===== config.mk =====
export PLATFORM = sky130hd
export DESIGN_NAME = inst_queue_mw
export DESIGN_NICKNAME = d
export VERILOG_FILES = /design/src/rtl/mips_core_pkg.sv /design/src/rtl/inst_q_ptr_ctrl.sv /design/src/rtl/inst_queue_mw.sv
export SDC_FILE = /design/constraint.sdc
export NUM_CORES = 2
export LEC_CHECK = 0
export BUFFER_PORTS_ARGS = -buffer_cell sky130_fd_sc_hd__buf_2
export CORE_ASPECT_RATIO = 0.5
export CORE_MARGIN = 5
export CORE_UTILIZATION = 54
export DETAILED_ROUTE_END_ITERATION = 8
export PLACE_DENSITY_LB_ADDON = 0.12
export SYNTH_ARGS = -nofsm -noshare
export SYNTH_HDL_FRONTEND = slang
export SYNTH_SLANG_ARGS = --single-unit

===== constraint.sdc =====
create_clock -name clk -period 5.1 [get_ports clk]
set_input_delay 0 -clock clk [delete_from_list [all_inputs] [get_ports clk]]
set_output_delay 0 -clock clk [all_outputs]
set_load 0.01 [all_outputs]

===== src/rtl/mips_core_pkg.sv =====
// rtl/mips_core_pkg.sv - shared instruction-queue types and default sizing
package mips_core_pkg;

    localparam int INST_Q_MW_DEPTH = 8;
    localparam int INST_Q_ENQ_W    = 2;
    localparam int INST_Q_DEQ_W    = 2;
    localparam int INST_Q_DATA_W   = 32;
    localparam int INST_Q_PC_W     = 32;

    typedef struct packed {
        logic [INST_Q_DATA_W-1:0] data;
        logic [INST_Q_PC_W-1:0]   pc;
    } inst_q_entry_t;

endpackage


===== src/rtl/inst_q_ptr_ctrl.sv =====
// rtl/inst_q_ptr_ctrl.sv - pointer, occupancy and admission control for inst_queue_mw
module inst_q_ptr_ctrl
    import mips_core_pkg::*;
#(
    parameter int DEPTH = INST_Q_MW_DEPTH,
    parameter int ENQ_W = INST_Q_ENQ_W,
    parameter int DEQ_W = INST_Q_DEQ_W
) (
    input  logic                         clk,
    input  logic                         rst,
    input  logic                         flush,
    input  logic                         stall,
    input  logic [ENQ_W-1:0]             enq_valid,
    input  logic [$clog2(DEQ_W+1)-1:0]   deq_take,
    output logic [$clog2(DEPTH):0]       wr_ptr,
    output logic [$clog2(DEPTH):0]       rd_ptr,
    output logic [$clog2(DEPTH+1)-1:0]   count,
    output logic                         full,
    output logic                         empty,
    output logic                         enq_ready,
    output logic                         enq_fire
);

    localparam int PTR_W = $clog2(DEPTH) + 1;
    localparam int CNT_W = $clog2(DEPTH + 1);

    logic [PTR_W-1:0] wr_ptr_q, wr_ptr_d;
    logic [PTR_W-1:0] rd_ptr_q, rd_ptr_d;
    logic [PTR_W-1:0] occ;
    logic [PTR_W-1:0] n_enq;
    logic [PTR_W-1:0] take;

    always_comb begin
        occ   = wr_ptr_q - rd_ptr_q;
        n_enq = '0;
        for (int i = 0; i < ENQ_W; i++) begin
            n_enq = n_enq + PTR_W'(enq_valid[i]);
        end

        // Admission looks only at start-of-cycle occupancy, never at same-cycle frees.
        enq_ready = (occ <= PTR_W'(DEPTH - ENQ_W));
        full      = (occ == PTR_W'(DEPTH));
        empty     = (occ == '0);
        enq_fire  = enq_ready && (|enq_valid) && !flush;

        take = stall ? '0 : PTR_W'(deq_take);
        if (take > occ) begin
            take = occ;
        end

        wr_ptr_d = wr_ptr_q + (enq_fire ? n_enq : '0);
        rd_ptr_d = rd_ptr_q + take;
        if (flush) begin
            wr_ptr_d = '0;
            rd_ptr_d = '0;
        end
    end

    always_ff @(posedge clk) begin
        if (rst) begin
            wr_ptr_q <= '0;
            rd_ptr_q <= '0;
        end else begin
            wr_ptr_q <= wr_ptr_d;
            rd_ptr_q <= rd_ptr_d;
        end
    end

    assign wr_ptr = wr_ptr_q;
    assign rd_ptr = rd_ptr_q;
    assign count  = CNT_W'(occ);

endmodule


===== src/rtl/inst_queue_mw.sv =====
// rtl/inst_queue_mw.sv - multi-wide fetch-to-decode instruction queue; INST_QUEUE_STATS_EN adds backpressure counters
module inst_queue_mw
    import mips_core_pkg::*;
#(
    parameter int DEPTH  = INST_Q_MW_DEPTH,
    parameter int ENQ_W  = INST_Q_ENQ_W,
    parameter int DEQ_W  = INST_Q_DEQ_W,
    parameter int DATA_W = INST_Q_DATA_W,
    parameter int PC_W   = INST_Q_PC_W
) (
    input  logic                         clk,
    input  logic                         rst,
    input  logic                         flush,
    input  logic                         stall,
    input  logic [ENQ_W-1:0]             enq_valid,
    input  logic [ENQ_W*DATA_W-1:0]      enq_data,
    input  logic [ENQ_W*PC_W-1:0]        enq_pc,
    output logic                         enq_ready,
    output logic [DEQ_W-1:0]             deq_valid,
    output logic [DEQ_W*DATA_W-1:0]      deq_data,
    output logic [DEQ_W*PC_W-1:0]        deq_pc,
    input  logic [$clog2(DEQ_W+1)-1:0]   deq_take,
    output logic [$clog2(DEPTH+1)-1:0]   count,
    output logic                         full,
`ifdef INST_QUEUE_STATS_EN
    output logic [31:0]                  full_cycles,
    output logic [31:0]                  drop_events,
`endif
    output logic                         empty
);

    localparam int IDX_W = $clog2(DEPTH);
    localparam int CNT_W = $clog2(DEPTH + 1);

    typedef struct packed {
        logic [DATA_W-1:0] data;
        logic [PC_W-1:0]   pc;
    } entry_t;

    entry_t           entries_q [DEPTH];
    entry_t           entries_d [DEPTH];
    logic [IDX_W:0]   wr_ptr;
    logic [IDX_W:0]   rd_ptr;
    logic             enq_fire;
    logic [IDX_W-1:0] widx;
    logic [IDX_W-1:0] ridx;

    inst_q_ptr_ctrl #(
        .DEPTH (DEPTH),
        .ENQ_W (ENQ_W),
        .DEQ_W (DEQ_W)
    ) u_ptr_ctrl (
        .clk       (clk),
        .rst       (rst),
        .flush     (flush),
        .stall     (stall),
        .enq_valid (enq_valid),
        .deq_take  (deq_take),
        .wr_ptr    (wr_ptr),
        .rd_ptr    (rd_ptr),
        .count     (count),
        .full      (full),
        .empty     (empty),
        .enq_ready (enq_ready),
        .enq_fire  (enq_fire)
    );

    always_comb begin
        entries_d = entries_q;
        widx      = '0;
        if (enq_fire) begin
            for (int i = 0; i < ENQ_W; i++) begin
                if (enq_valid[i]) begin
                    widx                 = wr_ptr[IDX_W-1:0] + IDX_W'(i);
                    entries_d[widx].data = enq_data[i*DATA_W +: DATA_W];
                    entries_d[widx].pc   = enq_pc[i*PC_W +: PC_W];
                end
            end
        end
    end

    // Lanes read straight from the array; cleared-on-reset entries keep idle lanes non-X.
    always_comb begin
        deq_valid = '0;
        deq_data  = '0;
        deq_pc    = '0;
        ridx      = '0;
        for (int i = 0; i < DEQ_W; i++) begin
            ridx                         = rd_ptr[IDX_W-1:0] + IDX_W'(i);
            deq_valid[i]                 = (count > CNT_W'(i));
            deq_data[i*DATA_W +: DATA_W] = entries_q[ridx].data;
            deq_pc[i*PC_W +: PC_W]       = entries_q[ridx].pc;
        end
    end

    always_ff @(posedge clk) begin
        if (rst) begin
            for (int i = 0; i < DEPTH; i++) begin
                entries_q[i] <= '0;
            end
        end else begin
            entries_q <= entries_d;
        end
    end

`ifdef INST_QUEUE_STATS_EN
    logic [31:0] full_cycles_q, full_cycles_d;
    logic [31:0] drop_events_q, drop_events_d;

    always_comb begin
        full_cycles_d = full_cycles_q;
        drop_events_d = drop_events_q;
        if (full && (|enq_valid) && (full_cycles_q != '1)) begin
            full_cycles_d = full_cycles_q + 32'd1;
        end
        if (!enq_ready && (|enq_valid) && (drop_events_q != '1)) begin
            drop_events_d = drop_events_q + 32'd1;
        end
    end

    // Only rst clears the statistics; flush deliberately leaves them running.
    always_ff @(posedge clk) begin
        if (rst) begin
            full_cycles_q <= '0;
            drop_events_q <= '0;
        end else begin
            full_cycles_q <= full_cycles_d;
            drop_events_q <= drop_events_d;
        end
    end

    assign full_cycles = full_cycles_q;
    assign drop_events = drop_events_q;
`endif

endmodule


[After elaboration in Yosys (flattened, before gate mapping)]
Cells that the tools add are included.
Storage, ports and cells
  bits in registers: 520
  input bits: 136
  output and inout bits: 137
  word-level logic and storage cells: 71
Operators by class
  add/sub/neg operators: 6
  order comparisons: 10
  eq/ne operators: 1
  multiplexer cells: 24
  bitwise operators: 4
  reductions and logical operators: 8
Operators with widths (count)
  $bwmux 512: 4
  $mux 512: 3
  $demux 64 s3: 4
  $bmux 64 s3: 2
  $mux 64: 6
  $mux 32: 2
  $ge 4x4->1 const B: 4
  $not 3->4: 4
  $add 4x4->4: 2
  $gt 4x1->1 const B: 2
  $lt 4x1->1 const B: 2
  $mux 4: 2
  $add 3x1->3 const B: 2
  $eq 4x4->1 const B: 1
  $gt 4x4->1: 1
  $le 4x3->1 const B: 1
  $logic_and 1x1->1: 4
  $logic_not 4->1: 1
  $reduce_or 2->1: 2
  $sub 4x4->4: 1
  $add 1x1->2: 1
  $mux 2: 1
  $logic_not 1->1: 1

[Depth between registers and ports, before layout]
  word-level depth: 12
  depth in mapped cells: 17
  mapped depth without buffers: 15

[Cells and area by module]
Synthesis repeated with hierarchy kept, for this count alone.
Second synthesis, totals
  cells, all modules: 3757
  area total of the unflattened synthesis: 35674.2 um^2
Modules (own cells, without submodules)
  inst_queue_mw: instances 1, cells an instance 3684, area an instance 34989.8 um^2, seq. area each 10249.8 um^2
  inst_q_ptr_ctrl: instances 1, cells an instance 73, area an instance 684.4 um^2, seq. area each 160.2 um^2

[Least setup slack after synthesis]
OpenSTA, ideal clock, no wires.
  path type: reg-to-reg
  start point: reg u_ptr_ctrl.rd_ptr_q[1], in the netlist u_ptr_ctrl.rd_ptr[1]
  end point: reg u_ptr_ctrl.rd_ptr_q[3], in the netlist u_ptr_ctrl.rd_ptr[3]
  setup time: 0.130 ns
  arrival time: 3.941 ns
  required time: 4.970 ns
  slack: 1.030 ns
  cell stages (with the launch flop): 17
  buffers on the path: 3
  period minus slack after synthesis: 4.070 ns
  cells stage by stage: dfxtp_1 > buf_2 > buf_2 > buf_1 > inv_1 > fa_1 > inv_1 > ha_1 > nor2b_1 > o21ai_0 > and4bb_2 > mux2_2 > ha_1 > a21o_1 > a21oi_1 > xor2_1 > nor3_1
Between the ends
  cells in the longest elaborated chain, start to end: 4
Ends and longest elaborated chain
  from (decl): RTL line inst_q_ptr_ctrl.sv:28  | logic [PTR_W-1:0] rd_ptr_q, rd_ptr_d;
  from (signal assigned): RTL line inst_q_ptr_ctrl.sv:65  | rd_ptr_q <= rd_ptr_d;
  $sub 4x4->4 (*): RTL line inst_q_ptr_ctrl.sv:34  | occ = wr_ptr_q - rd_ptr_q;
  net count[1]: RTL line inst_queue_mw.sv:23  | output logic [$clog2(DEPTH+1)-1:0] count,
  $gt 4x4->1: RTL line inst_q_ptr_ctrl.sv:47  | if (take > occ) begin
  $mux 4 (*): RTL line inst_q_ptr_ctrl.sv:47
  $add 4x4->4 (*): RTL line inst_q_ptr_ctrl.sv:52  | rd_ptr_d = rd_ptr_q + take;
Mark *: on every way through the listed nets, which the timed path passes. The rest lies on a longest branch.
A chain may end at the register's enable or synchronous reset.

[Final worst setup path]
  start point: reg u_ptr_ctrl.wr_ptr_q[0], in the netlist u_ptr_ctrl.wr_ptr[0]
  end point: reg u_ptr_ctrl.wr_ptr_q[2], in the netlist u_ptr_ctrl.wr_ptr[2]
Between the ends
  cells in the longest elaborated chain, start to end: 6
Ends and longest elaborated chain
  from (decl): RTL line inst_q_ptr_ctrl.sv:27  | logic [PTR_W-1:0] wr_ptr_q, wr_ptr_d;
  from (signal assigned): RTL line inst_q_ptr_ctrl.sv:64  | wr_ptr_q <= wr_ptr_d;
  $sub 4x4->4: RTL line inst_q_ptr_ctrl.sv:34
  $le 4x3->1: RTL line inst_q_ptr_ctrl.sv:41  | enq_ready = (occ <= PTR_W'(DEPTH - ENQ_W));
  $logic_and 1x1->1 (2 in a row): RTL line inst_q_ptr_ctrl.sv:44  | enq_fire = enq_ready && (|enq_valid) && !flush;
  $mux 4: RTL line inst_q_ptr_ctrl.sv:51  | wr_ptr_d = wr_ptr_q + (enq_fire ? n_enq : '0);
  $add 4x4->4 (*): RTL line inst_q_ptr_ctrl.sv:51
Mark *: on every way between the ends. The rest lies on a longest branch, timed or not.

==> key figures <==
Timing
  – Max Slew Vio Count: 0
  – RSZ-0062 raised after global routing: false
  – Clk_skew: 0.0173 ns
  – Final worst slack: 0.577 ns
  – Minimum clock period: 4.52 ns
  – Total negative slack: 0 ns
  – Final period util: 88.7%
  – Final setup viols: 0
  – Max transition margin: 22.4%
  – Fin. Hold Viols: 0
  – Worst Max-Slew Pin Slew: 1.16 ns
  – F_max: 221 MHz

Worst setup path
  – CP endpoint: u_ptr_ctrl.wr_ptr[2]
  – Crit Reg-Reg Endpoint: u_ptr_ctrl.wr_ptr[2]
  – Critical Path AT: 5.05 ns
  – WP data required: 5.62 ns
  – Crit path kind: flop to flop
  – Reg2reg start: u_ptr_ctrl.wr_ptr[0]
  – Startpoint types: flop
  – Setup slack, reg-to-reg: 0.58 ns
  – Crit path from: u_ptr_ctrl.wr_ptr[0]
  – Critical Path Sink Type: flop
  – Reg2Reg Depth: 14
  – Crit-path max FO: 18

Pwr
  – Leak Pwr: 17.8 nW
  – Combinational power share: 20.4%
  – Int Power: 7.33 mW
  – Clock network power share: 38.9%
  – Power density over cell area: 246 nW/um^2
  – Peak VDD IR: 0.240 mV
  – Switching Share: 30.2%
  – Net Sw Power: 3.17 mW
  – Part of the power in registers: 40.7%

Placement
  – Routability Congestion: 0.808
  – Placement Setup Slack: 0.931 ns
  – Port Buffers: 272
  – Placed cell count: 4433
  – Post-DP HPWL: 66800 microns

GRT
  – Most used routing layer: met2
  – First-pass GRT wire length: 188000 microns
  – Routing usage on met1: 42.3%
  – Gr usage total: 31.2%
  – Met2 Use GR: 52.6%
  – Vias in the first global route: 31800
  – Grt ovf: 0
  – Met3 Track Usage GR: 3.93%
  – Initial antenna violation count: 0
  – Largest net degree at the start of global routing: 260

Logic synthesis
  – Mean post-synth cell area: 10.5 sq um
  – Synth area leader: dfxtp_1
  – Yosys warning count: 0
  – Flops & latches, synth: 520
  – EDFF count, synth: 0
  – Yosys cell types: 46
  – Ys flop type: dfxtp_1
  – Post-Synthesis Cells: 3570
  – Cell Area, Synth: 37400 sq um
  – Synth top area share: 27.8%
  – FFs w/ async S/R, synth: 0%
  – Mapped Nets: 3723
  – Sequential share of the synthesized area: 27.8%
  – Synth area leaders: dfxtp_1 28%, mux2_2 16%, mux4_2 15%

Cells and area
  – Area of the multi-input gates: 25000 sq um
  – Antenna cells: 0
  – Commonest non-fill, non-tap cell in the layout: mux2_2
  – Area growth syn-to-layout: 14.3%
  – Filler Cells Inserted: 5687
  – Fin cells: 4726
  – Final nets: 3926
  – Storage element area: 10400 sq um
  – Most frequent cells in the layout: 546 x mux2_2, 517 x dfxtp_1, 482 x mux2i_1
  – Fraction of layout cells with a size suffix above 1: 32.9%

Floorplanning
  – Die ar.: 75000 sq um
  – Io pins: 273
  – Die height: 196 microns
  – Die span in x: 382 microns
  – Core area: 68800 sq um
  – # rows: 68
  – Starting Density: 54.4%

Clocking
  – Clock transition at the registers of the reported paths: 0.07 ns
  – Clock tree buffer depth: 3
  – CTS resizes: 0
  – TritonCTS sink count: 520
  – CTS tree: done
  – H-tree depth: 2
  – Clock buffer count from CTS: 52
  – Clock root buffer: clkbuf_16
  – Clock latency on the worst-skew pair: 0.63 ns

Detailed routing
  – Drc violations: 0
  – Pre-antenna DRT Iters: 5
  – Antenna viol nets, final: 0
  – DRT iter0 DRCs: 3006
  – WL/cell: 25.7 microns
  – Vias: 31600
  – Vias per cell: 6.69
  – Total Routed Length: 121000 microns

Flow run
  – Max_cap viols: 0

Outcome
  – Outcome: finished, final reports clean

Min path
  – Worst Hold Class: primary input to flop
## flip-flops by register name, indices dropped and copies added (netlist names)
signal	cells
entries_q	512
u_ptr_ctrl.rd_ptr	4
u_ptr_ctrl.wr_ptr	4
## critical path, cell delays in order (launching register included)
cell	delay [ns]
dfxtp_1	0.85
inv_1	0.21
ha_1	0.26
inv_1	0.07
fa_1	0.47
nor2b_1	0.19
a211oi_2	0.23
buf_4	0.20
and3_1	0.54
and2_1	0.22
ha_1	0.20
fa_1	0.20
xnor2_1	0.12
nor3_1	0.06
dlygate4sd3_1	0.59
## metrics by stage
step           utilization (%)  power, mW  instance area (sq um)  hold slack, ns
3_3_place_gp              56.8       6.38                  39100           0.272
5_1_grt                   62.2       10.8                  42800          0.0785
4_1_cts                   62.2       10.5                  42800         0.00250
2_1_floorplan                -       5.72                  37400          0.0773
6_report                  62.2       10.5                  42800          0.0330
3_5_place_dp              56.8       6.40                  39100           0.275
## area by class of cell
type	count	area share [%]
Multi-Input combinational cell	2562	58.5
Sequential cell	520	24.4
Timing Repair Buffer	532	9.47
Clock buffer	76	3.70
Tap cell	910	2.66
Inverter	105	0.921
Clock inverter	21	0.386
## synthesized netlist by cell type (all sizes together), types with 105 or more instances
| master | instances |
|---|---|
| a31oi | 226 |
| buf | 206 |
| clkbuf | 177 |
| dfxtp | 520 |
| inv | 105 |
| mux2 | 546 |
| mux2i | 482 |
| mux4 | 256 |
| nand2 | 198 |
| nand2b | 226 |
| o21ai | 227 |
| o2bb2ai | 256 |
## how the worst min path moves through the flow
stage / slack [ns] / depth (start not counted) / end / startpoint
floorplan: 0.08 / 1 / u_ptr_ctrl.rd_ptr[2] / flush
global placement: 0.27 / 2 / u_ptr_ctrl.rd_ptr[2] / flush
detailed placement: 0.28 / 2 / u_ptr_ctrl.rd_ptr[2] / flush
CTS: 0.002 / 5 / u_ptr_ctrl.rd_ptr[0] / stall
global route: 0.08 / 5 / u_ptr_ctrl.rd_ptr[0] / stall
finish: 0.03 / 5 / u_ptr_ctrl.rd_ptr[0] / stall
## kinds of logic after synthesis
logic type | share of synthesized area (%)
muxes | 44.7
AOI/OAI and AO/OA | 14.2
DFF | 27.8
buffers and inverters | 5.72
and+or+nand+nor | 6.63
adders and majority gates | 0.629
xor gates and xnor gates | 0.211
other | 0.0100
## power groups by stage
| stage | combinational (mW) | sequential, mW | clock, mW |
|---|---|---|---|
| after floorplan | 1.41 | 4.31 | 0 |
| after global placement | 2.03 | 4.35 | 0 |
| after detailed placement | 2.04 | 4.36 | 0 |
| after CTS | 2.13 | 4.27 | 4.14 |
| after global routing | 2.26 | 4.28 | 4.30 |
| final | 2.14 | 4.27 | 4.09 |
## layer usage
layer,vias up,share of wire (%)
met4,0,2.8
met5,-,0
met2,1216,48
met3,238,6.5
li1,14100,-
met1,16100,43
## timing repair
action	in CTS	in global routing
buffers inserted	0	0
endpoints found under the hold margin	520	0
hold buffers	196	0
No activity file was read; power rests on OpenSTA's default activity.
